File: config.mk
export PLATFORM = sky130hd
export DESIGN_NAME = mem_arbiter
export DESIGN_NICKNAME = d
export VERILOG_FILES = /design/src/rtl/mem_arbiter.sv
export SDC_FILE = /design/constraint.sdc
export NUM_CORES = 1
export LEC_CHECK = 0
export ABC_AREA = 1
export CELL_PAD_IN_SITES_DETAIL_PLACEMENT = 1
export CELL_PAD_IN_SITES_GLOBAL_PLACEMENT = 1
export CORE_AREA = 2 2 159 161
export DETAILED_ROUTE_END_ITERATION = 10
export DIE_AREA = 0 0 161 163
export DONT_BUFFER_PORTS = 1
export PLACE_DENSITY = 0.74
export RECOVER_POWER = 100
export SLEW_MARGIN = 15
export SYNTH_ARGS = -nofsm -noshare
export SYNTH_HDL_FRONTEND = slang
export SYNTH_SLANG_ARGS = --single-unit
File: constraint.sdc
create_clock -name clk -period 1.6 [get_ports clk]
set_input_delay 0.16 -clock clk [delete_from_list [all_inputs] [get_ports clk]]
set_output_delay 0.16 -clock clk [all_outputs]
set_load 0.03 [all_outputs]
File: src/rtl/mem_arbiter.sv
// Arbitrates I- and D-cache block transfers onto one memory port; D has priority, bounded by D_MAX_CONSEC.
// Latency: grant edge, MEM_LATENCY access cycles, one DONE cycle, one IDLE cycle; requesters hold req until done.
module mem_arbiter #(
    parameter int MEM_LATENCY  = 4,
    parameter int D_MAX_CONSEC = 2
) (
    input  logic        clk,
    input  logic        reset_n,
    input  logic        i_req,
    input  logic [15:0] i_addr,
    output logic        i_done,
    output logic [63:0] i_rdata,
    input  logic        d_req,
    input  logic        d_we,
    input  logic [15:0] d_addr,
    input  logic [63:0] d_wdata,
    output logic        d_done,
    output logic [63:0] d_rdata,
    output logic [15:0] m_address,
    output logic        m_read,
    output logic        m_write,
    output logic [63:0] m_wdata,
    input  logic [63:0] m_rdata,
    output logic        busy,
    output logic [15:0] i_acc_cnt,
    output logic [15:0] d_acc_cnt
);

    localparam logic [1:0] S_IDLE   = 2'd0;
    localparam logic [1:0] S_ACCESS = 2'd1;
    localparam logic [1:0] S_DONE   = 2'd2;

    localparam logic       OWN_I    = 1'b0;
    localparam logic       OWN_D    = 1'b1;

    localparam logic [3:0] LAST_CYC = 4'(MEM_LATENCY - 1);
    localparam logic [3:0] DMAX     = 4'(D_MAX_CONSEC);

    logic [1:0]  r_state;
    logic        r_owner;
    logic        r_we;
    logic [15:0] r_addr;
    logic [63:0] r_wdata;
    logic [3:0]  r_cyc;
    logic [3:0]  r_dcons;
    logic [63:0] r_i_rdata;
    logic [63:0] r_d_rdata;
    logic [15:0] r_i_acc_cnt;
    logic [15:0] r_d_acc_cnt;

    logic        w_any_req;
    logic        w_grant_d;
    logic        w_access;
    logic        w_done;

    // A waiting I request overrides D once D has taken DMAX grants in a row.
    assign w_any_req = i_req | d_req;
    assign w_grant_d = d_req & ~(i_req & (r_dcons == DMAX));

    always_ff @(posedge clk or negedge reset_n) begin
        if (!reset_n) begin
            r_state     <= S_IDLE;
            r_owner     <= OWN_I;
            r_we        <= 1'b0;
            r_addr      <= 16'h0000;
            r_wdata     <= 64'h0;
            r_cyc       <= 4'd0;
            r_dcons     <= 4'd0;
            r_i_rdata   <= 64'h0;
            r_d_rdata   <= 64'h0;
            r_i_acc_cnt <= 16'h0000;
            r_d_acc_cnt <= 16'h0000;
        end else begin
            case (r_state)
                S_IDLE: begin
                    if (!i_req) begin
                        r_dcons <= 4'd0;
                    end
                    if (w_any_req) begin
                        r_state <= S_ACCESS;
                        r_cyc   <= 4'd0;
                        if (w_grant_d) begin
                            r_owner <= OWN_D;
                            r_we    <= d_we;
                            r_addr  <= {d_addr[15:2], 2'b00};
                            r_wdata <= d_wdata;
                            if (i_req) begin
                                r_dcons <= r_dcons + 4'd1;
                            end
                        end else begin
                            r_owner <= OWN_I;
                            r_we    <= 1'b0;
                            r_addr  <= {i_addr[15:2], 2'b00};
                            r_wdata <= 64'h0;
                            r_dcons <= 4'd0;
                        end
                    end
                end
                S_ACCESS: begin
                    r_cyc <= r_cyc + 4'd1;
                    if (r_cyc == LAST_CYC) begin
                        r_state <= S_DONE;
                        if (!r_we) begin
                            if (r_owner == OWN_D) begin
                                r_d_rdata <= m_rdata;
                            end else begin
                                r_i_rdata <= m_rdata;
                            end
                        end
                    end
                end
                S_DONE: begin
                    r_state <= S_IDLE;
                    if (r_owner == OWN_D) begin
                        r_d_acc_cnt <= r_d_acc_cnt + 16'd1;
                    end else begin
                        r_i_acc_cnt <= r_i_acc_cnt + 16'd1;
                    end
                end
                default: begin
                    r_state <= S_IDLE;
                end
            endcase
        end
    end

    // Memory-side outputs decode from registered state, so reset zeroes them immediately.
    assign w_access  = (r_state == S_ACCESS);
    assign w_done    = (r_state == S_DONE);

    assign m_read    = w_access & ~r_we;
    assign m_write   = w_access & r_we;
    assign m_address = w_access ? r_addr : 16'h0000;
    assign m_wdata   = (w_access && r_we) ? r_wdata : 64'h0;

    assign i_done    = w_done & (r_owner == OWN_I);
    assign d_done    = w_done & (r_owner == OWN_D);
    assign busy      = (r_state != S_IDLE);

    assign i_rdata   = r_i_rdata;
    assign d_rdata   = r_d_rdata;
    assign i_acc_cnt = r_i_acc_cnt;
    assign d_acc_cnt = r_d_acc_cnt;

endmodule

==> results.sh, run 1 <==
export IMPL_status="aborted with a tool error"
export IMPL_failed_stage="global routing"
export IMPL_firstError="[ERROR GRT-0232] Routing congestion too high. Check the congestion heatmap in the GUI."
export IMPL_grt_usage_pct=74.24
export IMPL_netlist_area_um2=10540
export IMPL_fp_dieW_um=161
export IMPL_numCtsBuffers=29
export IMPL_ioPinCount=410
export IMPL_htree_levels=1
export IMPL_cts_buffer_depth=3
export IMPL_placed_area_um2=11970
export IMPL_num_rows=58
export IMPL_avgSynthCellArea_um2=8.871
export IMPL_overflow=8
export IMPL_yosysUniqueCellTypes=27
export IMPL_yosys_register_bits=250
export IMPL_worstEpCategory="primary output"
export IMPL_synth_warnings=0
export IMPL_die_h_um=163
export IMPL_synth_top_cell_area_share_pct=59.36
export IMPL_seq_area_frac_synth_pct=59.36
export IMPL_grt_max_degree=251
export IMPL_antenna_found_initial=9
export IMPL_cts_sinks=250
export IMPL_crit_endpoint="m_wdata[45]"
export IMPL_globalplace_congestion=0.7765
export IMPL_start_util_pct=42.71
export IMPL_yosys_top_cells_area="dfrtp_1 59%, nand2_1 9.9%, o21ai_1 7.5%"
export IMPL_dp_hpwl_mm=21.67
export IMPL_cts_root_buf="clkbuf_16"
export IMPL_synth_area_leader_cell="dfrtp_1"
export IMPL_io_buffers=0
export IMPL_synth_cells=1188
==> synthesized netlist by cell type, drive strengths merged <==
master  number
a21oi       31
buf         48
clkbuf       9
conb         1
dfrtp      250
ha           5
inv        179
nand2      279
nand3       20
nand3b       3
nand4       10
nor2       124
nor3         6
o21ai      199
o21bai       1
xnor2        8
xor2        15
==> through the flow <==
| stage | cells | utilization [%] | hold slack [ps] | setup TNS [ps] | worst slack, ps |
|---|---|---|---|---|---|
| 2_1_floorplan | 1189 | - | -135.6 | -10580 | -190.4 |
| 3_3_place_gp | 1597 | 48.49 | -129.2 | 0 | 96.15 |
| 3_5_place_dp | 1597 | 48.49 | -130.0 | 0 | 14.53 |
| 4_1_cts | 1850 | 64.14 | -706.9 | -69810 | -400.1 |
==> routing by layer <==
layer,overflow,GRT usage [%]
met2,4,95.34
met3,0,52.69
met1,0,73.10
met5,0,4.735
met4,4,82.39
==> timing repair <==
| item | in CTS |
|---|---|
| cloned | 15 |
| endpoints found under the hold margin | 462 |
| endpoints found under the setup margin | 100 |
| resized for setup | 215 |
| pin swaps | 10 |
| setup buffers | 26 |
| hold buffers | 159 |
==> logic make-up after synthesis <==
| family | share of synthesized area (%) |
|---|---|
| and+or+nand+nor | 17.16 |
| DFF | 59.36 |
| buffers and inverters | 9.913 |
| AOI/OAI and AO/OA | 11.03 |
| xor gates and xnor gates | 1.911 |
| adders and majority gates | 0.5936 |
| other | 0.03558 |
==> run 2: changes to the inputs <==
Settings changed: CELL_PAD_IN_SITES_DETAIL_PLACEMENT 1 to not set, CELL_PAD_IN_SITES_GLOBAL_PLACEMENT 1 to not set, CORE_AREA 2 2 159 161 to not set, CORE_MARGIN set to 2, CORE_UTILIZATION set to 40, DIE_AREA 0 0 161 163 to not set, PLACE_DENSITY 0.74 to not set, PLACE_DENSITY_LB_ADDON set to 0.15.
==> run 2 against run 1 <==
The flow now finishes, with violations (negative hold slack, negative setup slack). Synthesized cell count unchanged. Area after synthesis unchanged.
==> results.sh, run 2 <==
export IMPL_cts_buffer_depth=3
export IMPL_ys_top_cells_by_count="279 x nand2_1, 250 x dfrtp_1, 176 x inv_1"
export IMPL_cts_sinks=250
export IMPL_cp_cell_sequence="nor2_4 > inv_4 > nor2_4 > inv_6 > buf_12 > nor2_4 > buf_6"
export IMPL_ys_flop_type="dfrtp_1"
export IMPL_setup_violations=286
export IMPL_nNetsFinal=1706
export IMPL_synth_simple_gate_area_share_pct=17.16
export IMPL_crit_family="buffers and inverters"
export IMPL_finalCritPeriodShare_pct=126.3
export IMPL_rsz0062_at_grt="true"
export IMPL_violations="negative hold slack, negative setup slack"
export IMPL_antenna_found_initial=1
export IMPL_wl_per_cell_um=19.52
export IMPL_max_stage_delay_ps=420
export IMPL_p_leak_nw=8.180
export IMPL_grt_pass1_vias=9155
export IMPL_power_total_mw=33.67
export IMPL_crit_top_cell="nor2_4"
export IMPL_synth_top_cell_area_share_pct=59.36
export IMPL_synth_warnings=0
export IMPL_seq_area_frac_synth_pct=59.36
export IMPL_dp_hpwl_mm=20.00
export IMPL_holdCritPathClass="input port to asynchronous set/reset pin"
export IMPL_finalClockSkew_ps=13.85
export IMPL_yosys_register_bits=250
export IMPL_final_fill_count=1923
export IMPL_start_kind="flop"
export IMPL_synth_edf_count=0
export IMPL_numCtsBuffers=28
export IMPL_crit_start="r_state[1]"
export IMPL_path_buf_inv=4
export IMPL_num_rows=59
export IMPL_synth_top_family_by_area="simple AND/OR/NAND/NOR gates"
export IMPL_clk_latency_ps=540
export IMPL_seqPwrFrac_pct=43.0
export IMPL_die_h_um=166.3
export IMPL_yosysUniqueCellTypes=27
export IMPL_ioPinCount=410
export IMPL_final_common_cell="dfrtp_1"
export IMPL_synth_area_leader_cell="dfrtp_1"
export IMPL_drt_iter0_markers=696
export IMPL_pwr_share_comb_pct=36.1
export IMPL_num_vias=9430
export IMPL_io_buffers=0
export IMPL_final_antenna_net_count=0
export IMPL_status="complete, but fails checks"
export IMPL_viasPerCell=4.979
export IMPL_core_area_um2=25980
export IMPL_dieArea_um2=27660
export IMPL_tns_ps=-46590
export IMPL_p_clk_share_pct=21.0
export IMPL_crit_type="flop to primary output"
export IMPL_p_int_mw=18.84
export IMPL_synth_compound_area_share_pct=11.03
export IMPL_synth_cells=1188
export IMPL_grt_pass1_wl_mm=49.12
export IMPL_drive_gt1_share_pct=34.53
export IMPL_async_reset_ff_share_pct=100.0
export IMPL_cap_violations=0
export IMPL_layout_common_cells="249 x dfrtp_1, 170 x inv_1, 166 x nand2_1, 159 x dlygate4sd3_1, 128 x o21ai_1"
export IMPL_ir_drop_mv=1.432
export IMPL_yosys_top_cells_area="dfrtp_1 59%, nand2_1 9.9%, o21ai_1 7.5%"
export IMPL_synth_adder_area_share_pct=0.5936
export IMPL_synth_area_mux_share_pct=0
export IMPL_cts_tree="done"
export IMPL_sw_frac_of_total_pct=44.05
export IMPL_rr_startpoint="r_state[1]"
export IMPL_hold_viol_final=250
export IMPL_crit_required_ps=1440
export IMPL_regToRegSetupSlack_ps=-260
export IMPL_area_growth_synth_to_final_pct=64.01
export IMPL_fp_dieW_um=166.3
export IMPL_p_per_area_nw_per_um2=1948
export IMPL_avgSynthCellArea_um2=8.871
export IMPL_overflow=0
export IMPL_power_switching_mw=14.83
export IMPL_drtPass1Iterations=5
export IMPL_crit_slowest_cell="dfrtp_2"
export IMPL_netlist_area_um2=10540
export IMPL_grt_max_degree=251
export IMPL_worstSetupEndpointType="primary output"
export IMPL_globalplace_congestion=0.8019
export IMPL_clkTransAtPathRegs_ps=60
export IMPL_cp_data_arrival_time_ps=1860
export IMPL_htree_levels=1
export IMPL_route_detailed_drc=0
export IMPL_setup_ws_ps=-420.1
export IMPL_fin_crit_ps=2020
export IMPL_timing_hold_ws_ps=-680.8
export IMPL_start_util_pct=40.56
export IMPL_drt_wl_total_mm=36.97
export IMPL_finalMaxSlewViolations=0
export IMPL_cts_hold_buffers=159
export IMPL_max_freq_ghz=0.4950
export IMPL_synth_xor_area_share_pct=1.911
export IMPL_cts_root_buf="clkbuf_16"
export IMPL_synth_most_common_cell="nand2_1"
export IMPL_cp_max_fo=13
export IMPL_grt_usage_pct=21.58
-- run 2: cell type report --
cell class                      instances  area, µm²  share of cell area [%]
Inverter                              179      701.9                   4.061
Clock inverter                         12      191.4                   1.107
Clock buffer                           40      827.0                   4.785
Tap cell                              335      419.2                   2.425
Multi-Input combinational cell        704       4415                   25.54
Antenna cell                            1      2.502                 0.01448
Timing Repair Buffer                  373       4471                   25.86
Sequential cell                       250       6257                   36.20
-- run 2: worst paths after layout --
check,to,depth (start not counted)
max in group asynchronous,r_wdata[29],0
max reg2reg,r_wdata[26],11
max,m_wdata[27],7
min,r_wdata[43],0
min reg2reg,r_state[1],1
min in group clk,r_dcons[1],5
-- run 2: routing by layer --
metal  wire, µm  GRT usage, %  up-vias
li1           -             -     4405
met1      14760         26.37     4629
met2      18670         36.89      323
met3       2359         5.863       73
met4       1175         7.609        0
met5          0             0        -
-- run 2: stage by stage --
stage / util, % / setup slack [ps] / hold WS (ps) / cells / area (µm²)
after floorplan: - / -190.4 / -135.6 / 1189 / 10760
after global placement: 46.14 / 47.90 / -128.2 / 1601 / 11990
after detailed placement: 46.14 / 15.74 / -128.3 / 1601 / 11990
after CTS: 57.33 / -400.2 / -702.8 / 1821 / 14900
after global routing: 66.52 / -479.6 / -708.2 / 1894 / 17290
final: 66.52 / -420.1 / -680.8 / 1894 / 17290
-- run 2: cells by family after synthesis --
kind of cell / count (synthesis)
simple gates: 442
flops: 250
buf+inv: 236
compound gates: 231
xor+xnor: 23
fa+ha+maj: 5
other cells: 1
-- run 2: timing repair --
item,in CTS,in global routing
gates cloned,0,46
pin swaps,5,20
endpoints found under the hold margin,463,250
buffers inserted,9,29
setup endpoints to repair,83,303
gates resized for setup,66,353
-- run 2: power by group through the flow --
stage	clock (mW)	sequential, mW	combinational (mW)
CTS	7.16	14.0	8.59
global placement	0	14.1	7.70
finish	7.06	14.5	12.1
detailed placement	0	14.1	7.88
floorplan	0	13.6	5.46
global route	7.45	14.7	13.1
-- run 2: worst register-to-register path, delay by kind of cell (launching register included) --
family          cells  cell delay, ps
compound gates      2             190
buf+inv             6             780
flops               1             420
simple gates        3             380
Power figures use the tool's default switching activity.
==> run 3: changes to the inputs <==
Settings changed: CORE_AREA set to 2 2 157 159, CORE_MARGIN 2 to not set, CORE_UTILIZATION 40 to not set, DIE_AREA set to 0 0 159 161.
==> run 3 against run 2 <==
The run still ends with negative hold slack, negative setup slack left. Sequential share of layout area grew 0.77 points. Final area shrank 2.1%. Via count grew 2.3%. Critical path depth unchanged. Core utilization up 4.1 points. Cell count fell by 1.4%.
==> results.sh, run 3 (synthesized netlist as in run 2, its figures left out) <==
export IMPL_max_freq_ghz=0.4950
export IMPL_timing_hold_ws_ps=-675.2
export IMPL_wl_per_cell_um=20.01
export IMPL_die_h_um=161
export IMPL_setup_ws_ps=-420.2
export IMPL_crit_family="buffers and inverters"
export IMPL_globalplace_congestion=0.8300
export IMPL_antenna_found_initial=2
export IMPL_final_core_util_pct=70.62
export IMPL_crit_top_cell="nor2_4"
export IMPL_route_detailed_drc=0
export IMPL_status="complete, but fails checks"
export IMPL_timing_rr_end="d_rdata[40]"
export IMPL_rr_startpoint="r_state[1]"
export IMPL_cp_max_fo=18
export IMPL_cp_data_arrival_time_ps=1860
export IMPL_crit_required_ps=1440
export IMPL_cts_tree="done"
export IMPL_clk_latency_ps=530
export IMPL_relSlewSlack_pct=58.11
export IMPL_io_buffers=0
export IMPL_layout_common_cells="249 x dfrtp_1, 177 x nand2_1, 171 x inv_1, 158 x dlygate4sd3_1, 104 x o21ai_1"
export IMPL_core_area_um2=23960
export IMPL_cp_cell_sequence="nor2_4 > inv_4 > nor2_4 > inv_8 > buf_12 > nor2_2 > buf_6"
export IMPL_crit_slowest_cell="dfrtp_2"
export IMPL_fin_crit_ps=2020
export IMPL_cts_sinks=250
export IMPL_num_rows=57
export IMPL_ioPinCount=410
export IMPL_stdcell_area_um2=16920
export IMPL_fp_dieW_um=159
export IMPL_numCtsBuffers=28
export IMPL_tns_ps=-58480
export IMPL_drt_wl_total_mm=37.39
export IMPL_drtPass1Iterations=5
export IMPL_dp_hpwl_mm=19.71
export IMPL_viasPerCell=5.165
export IMPL_finalMaxSlewViolations=0
export IMPL_drive_gt1_share_pct=33.20
export IMPL_fin_cells=1868
export IMPL_rsz0062_at_grt="true"
export IMPL_grt_pass1_vias=9193
export IMPL_violations="negative hold slack, negative setup slack"
export IMPL_htree_levels=1
export IMPL_start_kind="flop"
export IMPL_finalCritPeriodShare_pct=126.3
export IMPL_num_vias=9648
export IMPL_finalClockSkew_ps=10.56
export IMPL_area_growth_synth_to_final_pct=60.58
export IMPL_final_antenna_net_count=0
export IMPL_worstSetupEndpointType="primary output"
export IMPL_grt_pass1_wl_mm=49.07
export IMPL_setup_violations=210
export IMPL_p_per_area_nw_per_um2=1994
export IMPL_cts_root_buf="clkbuf_16"
export IMPL_grt_max_degree=251
export IMPL_dp_slack_ps=48.75
export IMPL_place_inst=1591
export IMPL_crit_type="flop to primary output"
export IMPL_clkTransAtPathRegs_ps=60
export IMPL_ir_drop_mv=1.258
export IMPL_tightest_slew_ps=628.3
export IMPL_cap_violations=0
export IMPL_holdCritPathClass="input port to asynchronous set/reset pin"
export IMPL_hold_viol_final=250
export IMPL_grt_usage_pct=23.71
export IMPL_final_common_cell="dfrtp_1"
export IMPL_drt_iter0_markers=778
export IMPL_regToRegSetupSlack_ps=-320
export IMPL_cts_buffer_depth=3
export IMPL_placed_area_um2=11980
export IMPL_path_buf_inv=4
export IMPL_dieArea_um2=25600
export IMPL_max_stage_delay_ps=430
export IMPL_start_util_pct=43.98
export IMPL_r2r_cells=11
export IMPL_overflow=0
export IMPL_nNetsFinal=1691
export IMPL_cts_hold_buffers=158
export IMPL_p_leak_nw=7.953
-- run 3: through the flow --
stage	total power, mW	hold slack [ps]
after floorplan	19.05	-135.6
after global placement	21.69	-131.0
after detailed placement	21.93	-130.8
after CTS	30.67	-705.0
after global routing	35.24	-698.3
final	33.74	-675.2
-- run 3: metal layers --
layer	routed length [µm]	share of wire, %	GRT usage (%)	up-vias
li1	-	-	-	4374
met3	2939	7.9	6.420	128
met5	0	0	0	-
met1	14210	38	28.13	4664
met2	18550	50	41.36	482
met4	1689	4.5	9.091	0
-- run 3: final cells by class --
type / count / area [µm²]
Fill cell: 1683 / 7039
Sequential cell: 250 / 6257
Multi-Input combinational cell: 703 / 4431
Timing Repair Buffer: 359 / 4128
Clock buffer: 41 / 850.8
Inverter: 179 / 688.2
Tap cell: 324 / 405.4
Clock inverter: 10 / 158.9
Antenna cell: 2 / 5.005
-- run 3: power breakdown --
group / switching, mW / internal [mW]
Combinational: 6.69 / 5.55
Clock: 2.64 / 4.32
Sequential: 5.69 / 8.84
-- run 3: worst max-delay path by stage --
stage / start / endpoint / slack (ps) / cells past startpoint
3_3_place_gp: r_dcons[0] / r_addr[8] / 80 / 8
2_1_floorplan: r_state[0] / m_wdata[13] / -190 / 8
5_1_grt: r_state[0] / m_wdata[10] / -500 / 8
4_1_cts: r_state[0] / m_wdata[22] / -410 / 8
6_report: r_state[1] / m_wdata[24] / -420 / 7
3_5_place_dp: r_dcons[0] / r_addr[8] / 50 / 8
-- run 3: repair_timing --
item	CTS	global route
setup endpoints to repair	83	276
pin swaps	9	10
gates resized for setup	138	260
setup buffers	20	17
gates cloned	0	32
endpoints found under the hold margin	461	250
==> run 4: changes to the inputs <==
--- a/constraint.sdc
+++ b/constraint.sdc
@@ -3,2 +3,2 @@
 set_output_delay 0.16 -clock clk [all_outputs]
-set_load 0.03 [all_outputs]
+set_load 0.1 [all_outputs]
==> run 4 against run 3 <==
The flow still finishes with violations (negative hold slack, negative setup slack). Wire length shrank 5.6%. Flip-flop and latch count is the same. Global-route usage grew 1.3 points. Register-to-register slack gained 30 ps. Highest routed layer unchanged.
==> results.sh, run 4 (synthesized netlist as in run 2, its figures left out) <==
export IMPL_crit_required_ps=1440
export IMPL_fin_cells=1992
export IMPL_rr_startpoint="r_state[1]"
export IMPL_cts_tree="done"
export IMPL_final_antenna_net_count=0
export IMPL_start_kind="flop"
export IMPL_setup_violations=263
export IMPL_drtPass1Iterations=5
export IMPL_setup_ws_ps=-479.7
export IMPL_globalplace_congestion=0.8268
export IMPL_dp_slack_ps=33.84
export IMPL_wl_met3_mm=2.460
export IMPL_viasPerCell=4.920
export IMPL_place_inst=1739
export IMPL_ioPinCount=410
export IMPL_cts_hold_buffers=159
export IMPL_final_common_cell="nand2_1"
export IMPL_status="complete, but fails checks"
export IMPL_drt_wl_total_mm=35.30
export IMPL_dp_hpwl_mm=21.22
export IMPL_crit_start="r_state[1]"
export IMPL_tightest_slew_ps=615.6
export IMPL_nNetsFinal=1815
export IMPL_violations="negative hold slack, negative setup slack"
export IMPL_num_vias=9800
export IMPL_clkTransAtPathRegs_ps=60
export IMPL_dr_max_layer_used="met4"
export IMPL_finalCritPeriodShare_pct=130.0
export IMPL_dieArea_um2=25600
export IMPL_relSlewSlack_pct=58.96
export IMPL_wl_per_cell_um=17.72
export IMPL_rsz0062_at_grt="true"
export IMPL_layout_common_cells="277 x nand2_1, 223 x dfrtp_1, 189 x buf_4, 172 x inv_1, 159 x dlygate4sd3_1"
export IMPL_cts_buffer_depth=3
export IMPL_wl_met1_mm=13.48
export IMPL_core_area_um2=23960
export IMPL_max_freq_ghz=0.4808
export IMPL_clk_latency_ps=550
export IMPL_cap_violations=0
export IMPL_crit_type="flop to primary output"
export IMPL_fin_crit_ps=2080
export IMPL_route_detailed_drc=0
export IMPL_num_rows=57
export IMPL_antenna_found_initial=2
export IMPL_wl_met2_mm=18.04
export IMPL_cp_data_arrival_time_ps=1920
export IMPL_start_util_pct=43.98
export IMPL_grt_pass1_wl_mm=51.76
export IMPL_drt_iter0_markers=645
export IMPL_overflow=0
export IMPL_grt_max_degree=251
export IMPL_area_growth_synth_to_final_pct=70.28
export IMPL_drive_gt1_share_pct=30.85
export IMPL_grt_usage_pct=25.01
export IMPL_die_h_um=161
export IMPL_finalMaxSlewViolations=0
export IMPL_timing_hold_ws_ps=-683.5
export IMPL_htree_levels=1
export IMPL_fp_dieW_um=159
export IMPL_cp_max_fo=13
export IMPL_finalClockSkew_ps=18.14
export IMPL_hold_viol_final=250
export IMPL_numCtsBuffers=28
export IMPL_io_buffers=0
export IMPL_cts_sinks=250
export IMPL_worstSetupEndpointType="primary output"
export IMPL_cts_root_buf="clkbuf_16"
export IMPL_holdCritPathClass="input port to asynchronous set/reset pin"
export IMPL_grt_pass1_vias=9810
run 4: per-stage QoR:
step,hold WS (ps),util [%],area (µm²),TNS [ps]
2_1_floorplan,-135.6,-,11340,-92710
3_3_place_gp,-129.3,60.59,14520,0
3_5_place_dp,-129.7,60.59,14520,0
4_1_cts,-710.5,72.34,17340,-45960
5_1_grt,-706.1,74.89,17950,-84600
6_report,-683.5,74.89,17950,-58790
run 4: metal layers:
metal,track usage [%],up-vias
li1,-,4614
met1,30.32,4710
met2,43.89,386
met3,5.701,90
met4,9.215,0
met5,0,-
run 4: repair_timing:
item / 4_1_cts / 5_1_grt
resized for setup: 44 / 36
setup buffers: 14 / 13
pin swaps: 9 / 2
setup endpoints to repair: 83 / 297
cloned: 0 / 15
hold endpoints to repair: 464 / 250
run 4: layout make-up:
cell class	count	area (µm²)
clock inverter	9	158.9
inverter	179	691.9
sequential	250	6300
tap	324	405.4
antenna	2	5.005
timing repair buffer	482	5608
fill	1543	6017
multi-input combinational	704	3964
clock buffer	42	813.3
run 4: path summary, 6_finish.rpt:
check | end | slack, ps | cells after the start
min in group clk | r_wdata[51] | 70 | 5
hold reg to reg | r_state[1] | 450 | 1
hold / removal | r_dcons[0] | -680 | 0
setup / recovery | m_wdata[53] | -480 | 7
setup reg to reg | d_rdata[23] | -290 | 11
max in group asynchronous | r_cyc[1] | 1750 | 0
run 4: worst max-delay path, cell delays in order, from the launching register on:
cell and delay, ps:
dfrtp_2 430, nor2_4 130, inv_4 50, nor2_4 140
inv_8 110, buf_12 190, nor2_4 130, buf_12 180
Power of run 4 is not shown: default switching activity piles up to over one toggle a cycle in this logic, so the estimate is an artifact.
